### src/rtl/pipe_pkg.sv
// Shared definitions for the pipeline-stage registers (ID/EX, EX/MEM, MEM/WB).
// Control bundle bit offsets and the common two-slot stage state.
package pipe_pkg;

    localparam int unsigned CTRL_JUMP       = 9;
    localparam int unsigned CTRL_BRANCH     = 8;
    localparam int unsigned CTRL_REGW       = 7;
    localparam int unsigned CTRL_ALUSRC     = 6;
    localparam int unsigned CTRL_ALUCTL_MSB = 5;
    localparam int unsigned CTRL_ALUCTL_LSB = 2;
    localparam int unsigned CTRL_MEMW       = 1;
    localparam int unsigned CTRL_RESSRC     = 0;

    typedef enum logic [1:0] {
        ST_EMPTY = 2'd0,
        ST_FULL  = 2'd1,
        ST_SKID  = 2'd2
    } stage_state;

endpackage

### src/rtl/pipe_skid_reg.sv
// Generic two-slot valid/ready skid register with synchronous flush.
// Bits set in CLEAR_MASK are zeroed in any slot that is empty or squashed.
module pipe_skid_reg
    import pipe_pkg::*;
#(
    parameter int unsigned      WIDTH      = 8,
    parameter logic [WIDTH-1:0] CLEAR_MASK = '0
) (
    input  logic             clk,
    input  logic             rst,
    input  logic             flush,
    input  logic             in_valid,
    output logic             in_ready,
    input  logic [WIDTH-1:0] in_data,
    output logic             out_valid,
    input  logic             out_ready,
    output logic [WIDTH-1:0] out_data
);

    stage_state       state_q, state_d;
    logic [WIDTH-1:0] main_q, main_d;
    logic [WIDTH-1:0] skid_q, skid_d;
    logic             in_ready_q, in_ready_d;
    logic             accept, pop;

    always_comb begin
        accept  = in_valid & in_ready_q & ~flush;
        pop     = (state_q != ST_EMPTY) & out_ready;
        state_d = state_q;
        main_d  = main_q;
        skid_d  = skid_q;
        if (flush) begin
            state_d = ST_EMPTY;
            main_d  = main_q & ~CLEAR_MASK;
            skid_d  = skid_q & ~CLEAR_MASK;
        end else begin
            case (state_q)
                ST_EMPTY: begin
                    if (accept) begin
                        main_d  = in_data;
                        state_d = ST_FULL;
                    end
                end
                ST_FULL: begin
                    if (accept && pop) begin
                        main_d = in_data;
                    end else if (accept) begin
                        skid_d  = in_data;
                        state_d = ST_SKID;
                    end else if (pop) begin
                        // vacated main slot must present zero control
                        main_d  = main_q & ~CLEAR_MASK;
                        state_d = ST_EMPTY;
                    end
                end
                ST_SKID: begin
                    if (pop) begin
                        main_d  = skid_q;
                        skid_d  = skid_q & ~CLEAR_MASK;
                        state_d = ST_FULL;
                    end
                end
                default: begin
                    main_d  = main_q & ~CLEAR_MASK;
                    skid_d  = skid_q & ~CLEAR_MASK;
                    state_d = ST_EMPTY;
                end
            endcase
        end
        // registered ready: depends only on the next occupancy
        in_ready_d = (state_d != ST_SKID);
    end

    always_ff @(posedge clk or posedge rst) begin
        if (rst) begin
            state_q    <= ST_EMPTY;
            main_q     <= '0;
            skid_q     <= '0;
            in_ready_q <= 1'b1;
        end else begin
            state_q    <= state_d;
            main_q     <= main_d;
            skid_q     <= skid_d;
            in_ready_q <= in_ready_d;
        end
    end

    assign in_ready  = in_ready_q;
    assign out_valid = (state_q != ST_EMPTY);
    assign out_data  = main_q;

endmodule

### src/rtl/id_ex_stage.sv
// ID/EX pipeline register: skid-buffered handshake, flush with control
// squash, and a saturating count of cycles where EX was ready but starved.
module id_ex_stage
    import pipe_pkg::*;
#(
    parameter int unsigned XLEN    = 32,
    parameter int unsigned NUM_SRC = 2,
    parameter int unsigned REG_AW  = 5,
    parameter int unsigned CTRL_W  = 10,
    parameter int unsigned CNT_W   = 16
) (
    input  logic                    clk,
    input  logic                    rst,
    input  logic                    flush,
    input  logic                    in_valid,
    output logic                    in_ready,
    input  logic [CTRL_W-1:0]       in_ctrl,
    input  logic [NUM_SRC*XLEN-1:0] in_src,
    input  logic [REG_AW-1:0]       in_rd_addr,
    input  logic [XLEN-1:0]         in_imm,
    input  logic [XLEN-1:0]         in_pc,
    output logic                    out_valid,
    input  logic                    out_ready,
    output logic [CTRL_W-1:0]       out_ctrl,
    output logic [NUM_SRC*XLEN-1:0] out_src,
    output logic [REG_AW-1:0]       out_rd_addr,
    output logic [XLEN-1:0]         out_imm,
    output logic [XLEN-1:0]         out_pc,
    output logic [CNT_W-1:0]        bubble_count
);

    localparam int unsigned BUNDLE_W = CTRL_W + NUM_SRC*XLEN + REG_AW + 2*XLEN;
    localparam logic [BUNDLE_W-1:0] CTRL_MASK =
        {{CTRL_W{1'b1}}, {(BUNDLE_W-CTRL_W){1'b0}}};

    logic [BUNDLE_W-1:0] in_bundle, out_bundle;
    logic [CNT_W-1:0]    bubble_q, bubble_d;

    assign in_bundle = {in_ctrl, in_src, in_rd_addr, in_imm, in_pc};
    assign {out_ctrl, out_src, out_rd_addr, out_imm, out_pc} = out_bundle;

    pipe_skid_reg #(
        .WIDTH      (BUNDLE_W),
        .CLEAR_MASK (CTRL_MASK)
    ) u_skid (
        .clk       (clk),
        .rst       (rst),
        .flush     (flush),
        .in_valid  (in_valid),
        .in_ready  (in_ready),
        .in_data   (in_bundle),
        .out_valid (out_valid),
        .out_ready (out_ready),
        .out_data  (out_bundle)
    );

    always_comb begin
        bubble_d = bubble_q;
        if (out_ready && !out_valid && (bubble_q != '1)) begin
            bubble_d = bubble_q + 1'b1;
        end
    end

    always_ff @(posedge clk or posedge rst) begin
        if (rst) begin
            bubble_q <= '0;
        end else begin
            bubble_q <= bubble_d;
        end
    end

    assign bubble_count = bubble_q;

endmodule

### config.mk
export PLATFORM = sky130hd
export DESIGN_NAME = id_ex_stage
export DESIGN_NICKNAME = d
export VERILOG_FILES = /design/src/rtl/pipe_pkg.sv /design/src/rtl/pipe_skid_reg.sv /design/src/rtl/id_ex_stage.sv
export SDC_FILE = /design/constraint.sdc
export NUM_CORES = 1
export LEC_CHECK = 0
export CORE_UTILIZATION = 50
export CTS_BUF_LIST = sky130_fd_sc_hd__clkbuf_8
export CTS_CLUSTER_DIAMETER = 40
export DETAILED_ROUTE_END_ITERATION = 8
export GPL_TIMING_DRIVEN = 1
export PLACE_DENSITY = 0.92
export SLEW_MARGIN = 20
export SYNTH_ARGS = -nofsm -noshare
export SYNTH_HDL_FRONTEND = slang
export SYNTH_SLANG_ARGS = --single-unit
### constraint.sdc
create_clock -name clk -period 15.68 [get_ports clk]
set_clock_uncertainty 0.2 [all_clocks]
set_input_delay 3.92 -clock clk [delete_from_list [all_inputs] [get_ports clk]]
set_output_delay 3.92 -clock clk [all_outputs]
set_load 0.02 [all_outputs]
## Word level (Yosys, flattened, before mapping)

Index checks and enable logic that the tools add are counted.

| storage, ports and cells | value |
|---|---|
| bits of input ports | 148 |
| output and inout bits | 161 |
| register bits | 305 |
| logic and storage cells | 57 |

| cells by class | value |
|---|---|
| reduce and logical (&&, ||, !) cells | 11 |
| bitwise operators | 7 |
| $add $sub $neg | 1 |
| equality and inequality tests | 14 |
| multiplexer cells | 17 |

Operators with widths:

| operator | number |
|---|---|
| $mux W143 | 8 |
| $pmux W143 S3 | 2 |
| $add A16 B1 Y16 const B | 1 |
| $ne A16 B16 Y1 const B | 1 |
| $mux W2 | 6 |
| $ne A3 B2 Y1 const B | 3 |
| $reduce_and A4 Y1 | 2 |
| $ne A2 B1 Y1 const B | 3 |
| $pmux W2 S3 | 1 |
| $reduce_and A6 Y1 | 1 |
| $reduce_and A5 Y1 | 1 |
| $ne A2 B2 Y1 const B | 2 |
| $ne A4 B2 Y1 const B | 1 |
| $ne A4 B4 Y1 const B | 1 |
| $not A1 Y1 | 4 |
| $and A1 B1 Y1 | 3 |
| $logic_and A1 B1 Y1 | 3 |
| $ne A3 B3 Y1 const B | 1 |
| $reduce_bool A3 Y1 | 1 |
| $eq A2 B1 Y1 const B | 1 |
| $eq A2 B2 Y1 const B | 1 |
| $logic_not A2 Y1 | 1 |
| $reduce_bool A2 Y1 | 1 |
| $logic_not A1 Y1 | 1 |

## Longest topological paths before layout

| logic depth | value |
|---|---|
| word-level depth | 8 |
| depth in mapped cells | 7 |
| depth with buffers taken out | 5 |

## Hierarchy

Synthesis repeated with hierarchy kept, for this count alone.

| second synthesis, totals | value |
|---|---|
| cells, all modules | 1055 |
| area total of the unflattened synthesis | 12648.4 sq um |

By module, submodules not included:

| module | cells each | instances | area each (sq um) | seq. area each (sq um) |
|---|---|---|---|---|
| pipe_skid_reg | 981 | 1 | 11826.3 | 7233.2 |
| id_ex_stage | 74 | 1 | 822.0 | 400.4 |

## Least setup slack after synthesis

Ideal clock, no wire load.

| path | value |
|---|---|
| path kind | register -> output |
| from | register u_skid.state_q[1] |
| to | output out_valid |
| arrival time | 1.354 ns |
| required time | 11.560 ns |
| setup slack | 10.206 ns |
| stages on the path, launching flop included | 6 |
| path buffers | 4 |
| cell sequence | dfrtp_1 -> buf_4 -> buf_2 -> buf_1 -> buf_2 -> or2_2 |

| between the ends | value |
|---|---|
| longest elaborated chain between the ends | 1 |

Ends and longest elaborated chain:

| what | RTL line | source |
|---|---|---|
| start, declared | pipe_skid_reg.sv:20 | `stage_state state_q, state_d;` |
| start signal, assigned | pipe_skid_reg.sv:81 | `state_q <= state_d;` |
| $reduce_bool A2 Y1 | pipe_skid_reg.sv:89 | `assign out_valid = (state_q != ST_EMPTY);` |
| end, declared | id_ex_stage.sv:22 | `output logic out_valid,` |

Every way passes these cells.

## Worst setup path after layout

| path | value |
|---|---|
| from | input out_ready |
| to | register u_skid.main_q[50] (netlist: u_skid.out_data[50]) |

| between the ends | value |
|---|---|
| longest elaborated chain between the ends | 4 |
| elaborated cells between the ends (all ways) | 7 |
| classes of those cells | eq/ne (2); mux (2); bitwise (1); reduce/logical (2) |

Ends and longest elaborated chain:

| what | RTL line | source |
|---|---|---|
| start, declared | id_ex_stage.sv:23 | `input logic out_ready,` |
| $and A1 B1 Y1 * | pipe_skid_reg.sv:28 | `pop = (state_q != ST_EMPTY) & out_ready;` |
| $logic_and A1 B1 Y1 | pipe_skid_reg.sv:45 | `if (accept && pop) begin` |
| $ne A2 B1 Y1 (no line) / $mux W143 (equally long branches) | n/a |  |
| $reduce_and A5 Y1 (no line) / $pmux W143 S3 (equally long branches) | n/a |  |
| end signal, assigned | pipe_skid_reg.sv:82 | `main_q <= main_d;` |
| end, declared | pipe_skid_reg.sv:21 | `logic [WIDTH-1:0] main_q, main_d;` |

Every way passes the cells marked *; elsewhere a longest branch is shown, timed or not.
A chain may end at the register's enable or synchronous reset.

==> impl_metrics.env <==
export IMPL_fp_dieW_um=161.7
export IMPL_coreArea_um2=25110
export IMPL_mostFrequentLayoutCells="clkdlybuf4s50_1, dfrtp_1, nor2_1"
export IMPL_port_buffers=308
export IMPL_routedWlPerCell_um=19.62
export IMPL_fin_crit_sh_pct=42.91
export IMPL_setup_viol=0
export IMPL_seq_area_frac_synth_pct=59.85
export IMPL_synth_seq_cells=305
export IMPL_crit_type="in2reg"
export IMPL_grt_usage_pct=25.63
export IMPL_drt_total_wl_um=33820
export IMPL_grt_overflow=0
export IMPL_routed_wl_met3_um=2653
export IMPL_p_per_area_nw_per_um2=148.2
export IMPL_die_area_um2=26150
export IMPL_rsz0062_at_grt="false"
export IMPL_p_leak_nw=7.515
export IMPL_drc_errors=0
export IMPL_finalCriticalPeriod_ns=6.728
export IMPL_setup_tns_ns=0
export IMPL_io_pins=309
export IMPL_drtAntennaViolNets=0
export IMPL_timing_slew_headroom_pct=31.91
export IMPL_critPathMaxFanout=100
export IMPL_clk_latency_ns=0.55
export IMPL_hold_violations=0
export IMPL_r2r_end="u_skid.out_data[50]"
export IMPL_fillers=1745
export IMPL_holdWs_ns=0.2917
export IMPL_layout_commonest_cell="clkdlybuf4s50_1"
export IMPL_cts_buffer_depth=3
export IMPL_run_status="finished clean"
export IMPL_cp_end_kind="flip-flop"
export IMPL_worstRegToRegCells=6
export IMPL_worstPathRequired_ns=15.84
export IMPL_irDropWorstVdd_uv=105.4
export IMPL_finalNetCount=1502
export IMPL_gp_congestion=0.8264
export IMPL_hold_start="bubble_count[14]"
export IMPL_hold_depth=1
export IMPL_yosysTopAreaCellShare_pct=59.65
export IMPL_hold_path_end="bubble_count[14]"
export IMPL_num_antenna_cells=0
export IMPL_tritoncts="yes"
export IMPL_drive_gt1_share_pct=17.79
export IMPL_fmax_ghz=0.1486
export IMPL_holdBufCountCts=0
export IMPL_grt_antenna_before_repair=1
export IMPL_fp_dieH_um=161.7
export IMPL_total_power_mw=2.549
export IMPL_drv_slew=0
export IMPL_reg2reg_from="u_skid.state_q[1]"
export IMPL_placementRows=58
export IMPL_path_clk_slew_ns=0.06
export IMPL_startpoint_type="input pin"
export IMPL_initial_core_util_pct=50.79
export IMPL_met2_length_um=16790
export IMPL_hold_path_class="reg2reg"
export IMPL_regToRegSetupSlack_ns=12.01
export IMPL_via_per_inst=5.734
export IMPL_syn_inst=1057
export IMPL_cp_arrival_ns=6.89
export IMPL_synthDistinctLibCells=49
export IMPL_cap_violations=0
export IMPL_synth_largest_area_cell="dfrtp_1"
export IMPL_first_pass_iters=6
export IMPL_wl_met1_um=13400
export IMPL_grt_first_pass_wirelength_um=53470
export IMPL_grt_start_max_net_pins=151
export IMPL_cts_buffers_inserted=51
export IMPL_htree_num_levels=2
export IMPL_grt_pass1_vias=10220
export IMPL_hpwl_um=21190
export IMPL_num_vias=9885
export IMPL_top_layer_used="met4"
export IMPL_root_buffer="clkbuf_8"
export IMPL_ctsResizeCount=0
export IMPL_ys_warn_count=0
export IMPL_synth_area_leaders="dfrtp_1, mux2_2, a22oi_1"
export IMPL_tightestPinTransition_ns=1.017
export IMPL_cts_sinks=305
export IMPL_syn_area_um2=12750
export IMPL_drt_iter0_drc=877
export IMPL_avgSynthCellArea_um2=12.07
export IMPL_synth_nets=1206
export IMPL_post_cts_buffers=0
export IMPL_syn_to_final_growth_pct=34.83
-- report_power, final --
group          total, mW  leakage, nW  switching (mW)  internal [mW]
logic              0.635         3.19           0.313          0.322
registers           1.10         3.66           0.123          0.981
clock network      0.809        0.665           0.323          0.486
total               2.55         7.52           0.760           1.79
-- final cells by class --
| class | instances | area, µm² | area share (%) |
|---|---|---|---|
| flip-flops and latches | 305 | 7635 | 44.40 |
| multi-input cells | 658 | 4624 | 26.89 |
| repair buffers | 324 | 3248 | 18.89 |
| clock buffers | 71 | 977.2 | 5.683 |
| well taps | 330 | 412.9 | 2.401 |
| clock inverters | 23 | 236.5 | 1.375 |
| inverters | 13 | 61.31 | 0.3565 |
-- worst max path at each step --
| stage | endpoint | slack [ns] | start | cells after the start |
|---|---|---|---|---|
| floorplan | bubble_count[0] | 3.13 | rst | 1 |
| global placement | u_skid.out_data[36] | 8.66 | out_ready | 7 |
| detailed placement | u_skid.out_data[50] | 8.48 | out_ready | 6 |
| CTS | u_skid.out_data[50] | 9.06 | out_ready | 6 |
| global route | u_skid.out_data[39] | 8.69 | out_ready | 7 |
| finish | u_skid.out_data[50] | 8.95 | out_ready | 6 |
-- cells in the mapped netlist (all sizes together) --
cell and number:
xnor2 4, or3b 1, nand4b 2, mux2 135, o31ai 1, a21oi 135
inv 13, dfrtp 304, nand2 21, a21o 1, a31oi 3, nand3 7
nand2b 1, nand4bb 1, or2 3, o21bai 1, clkbuf 18, nor3 5
o21ai 1, o22ai 1, mux2i 11, ha 1, and3 2, a22o 19
nand3b 2, nor2 139, nor4 2, dfstp 1, xor2 10, nand4 5
and4 2, buf 63, and4bb 2, a22oi 133, or4 1, nor2b 1
o31a 1, and2 1, nor3b 2, and2b 1
-- stage by stage --
step / util, % / area, µm² / setup slack, ns / std cells
global route: 68.48 / 17200 / 8.693 / 1724
global placement: 63.36 / 15910 / 8.662 / 1627
floorplan: - / 12750 / 3.131 / 1057
CTS: 68.38 / 17170 / 9.065 / 1723
detailed placement: 63.55 / 15960 / 8.480 / 1629
finish: 68.48 / 17200 / 8.952 / 1724
-- registers in the layout, summed over array words and instances (netlist names) --
name and count:
u_skid.out_data 143, bubble_count 16, u_skid.skid_q 143, u_skid.in_ready 1, u_skid.state_q 2
-- logic make-up after synthesis --
family	Yosys count	synth area share (%)
flip-flops	305	59.85
AO/OA/AOI/OAI	296	15.03
AND/OR/NAND/NOR	201	7.132
multiplexers	146	12.78
buffers and inverters	94	4.140
XOR/XNOR	14	0.9614
adder cells (fa/ha/maj)	1	0.09809
-- routing by layer --
layer | vias up | GRT usage [%]
li1 | 4413 | -
met1 | 4991 | 32.90
met2 | 405 | 41.95
met3 | 76 | 6.895
met4 | 0 | 9.134
met5 | - | 0
-- worst max-delay path: stages --
cell and delay, ns:
clkdlybuf4s50_1 0.71, nand3b_1 0.23, a31oi_4 0.26, buf_4 0.60, buf_4 0.85, a21oi_1 0.19
Note: power is estimated with default switching activity, not from simulation.
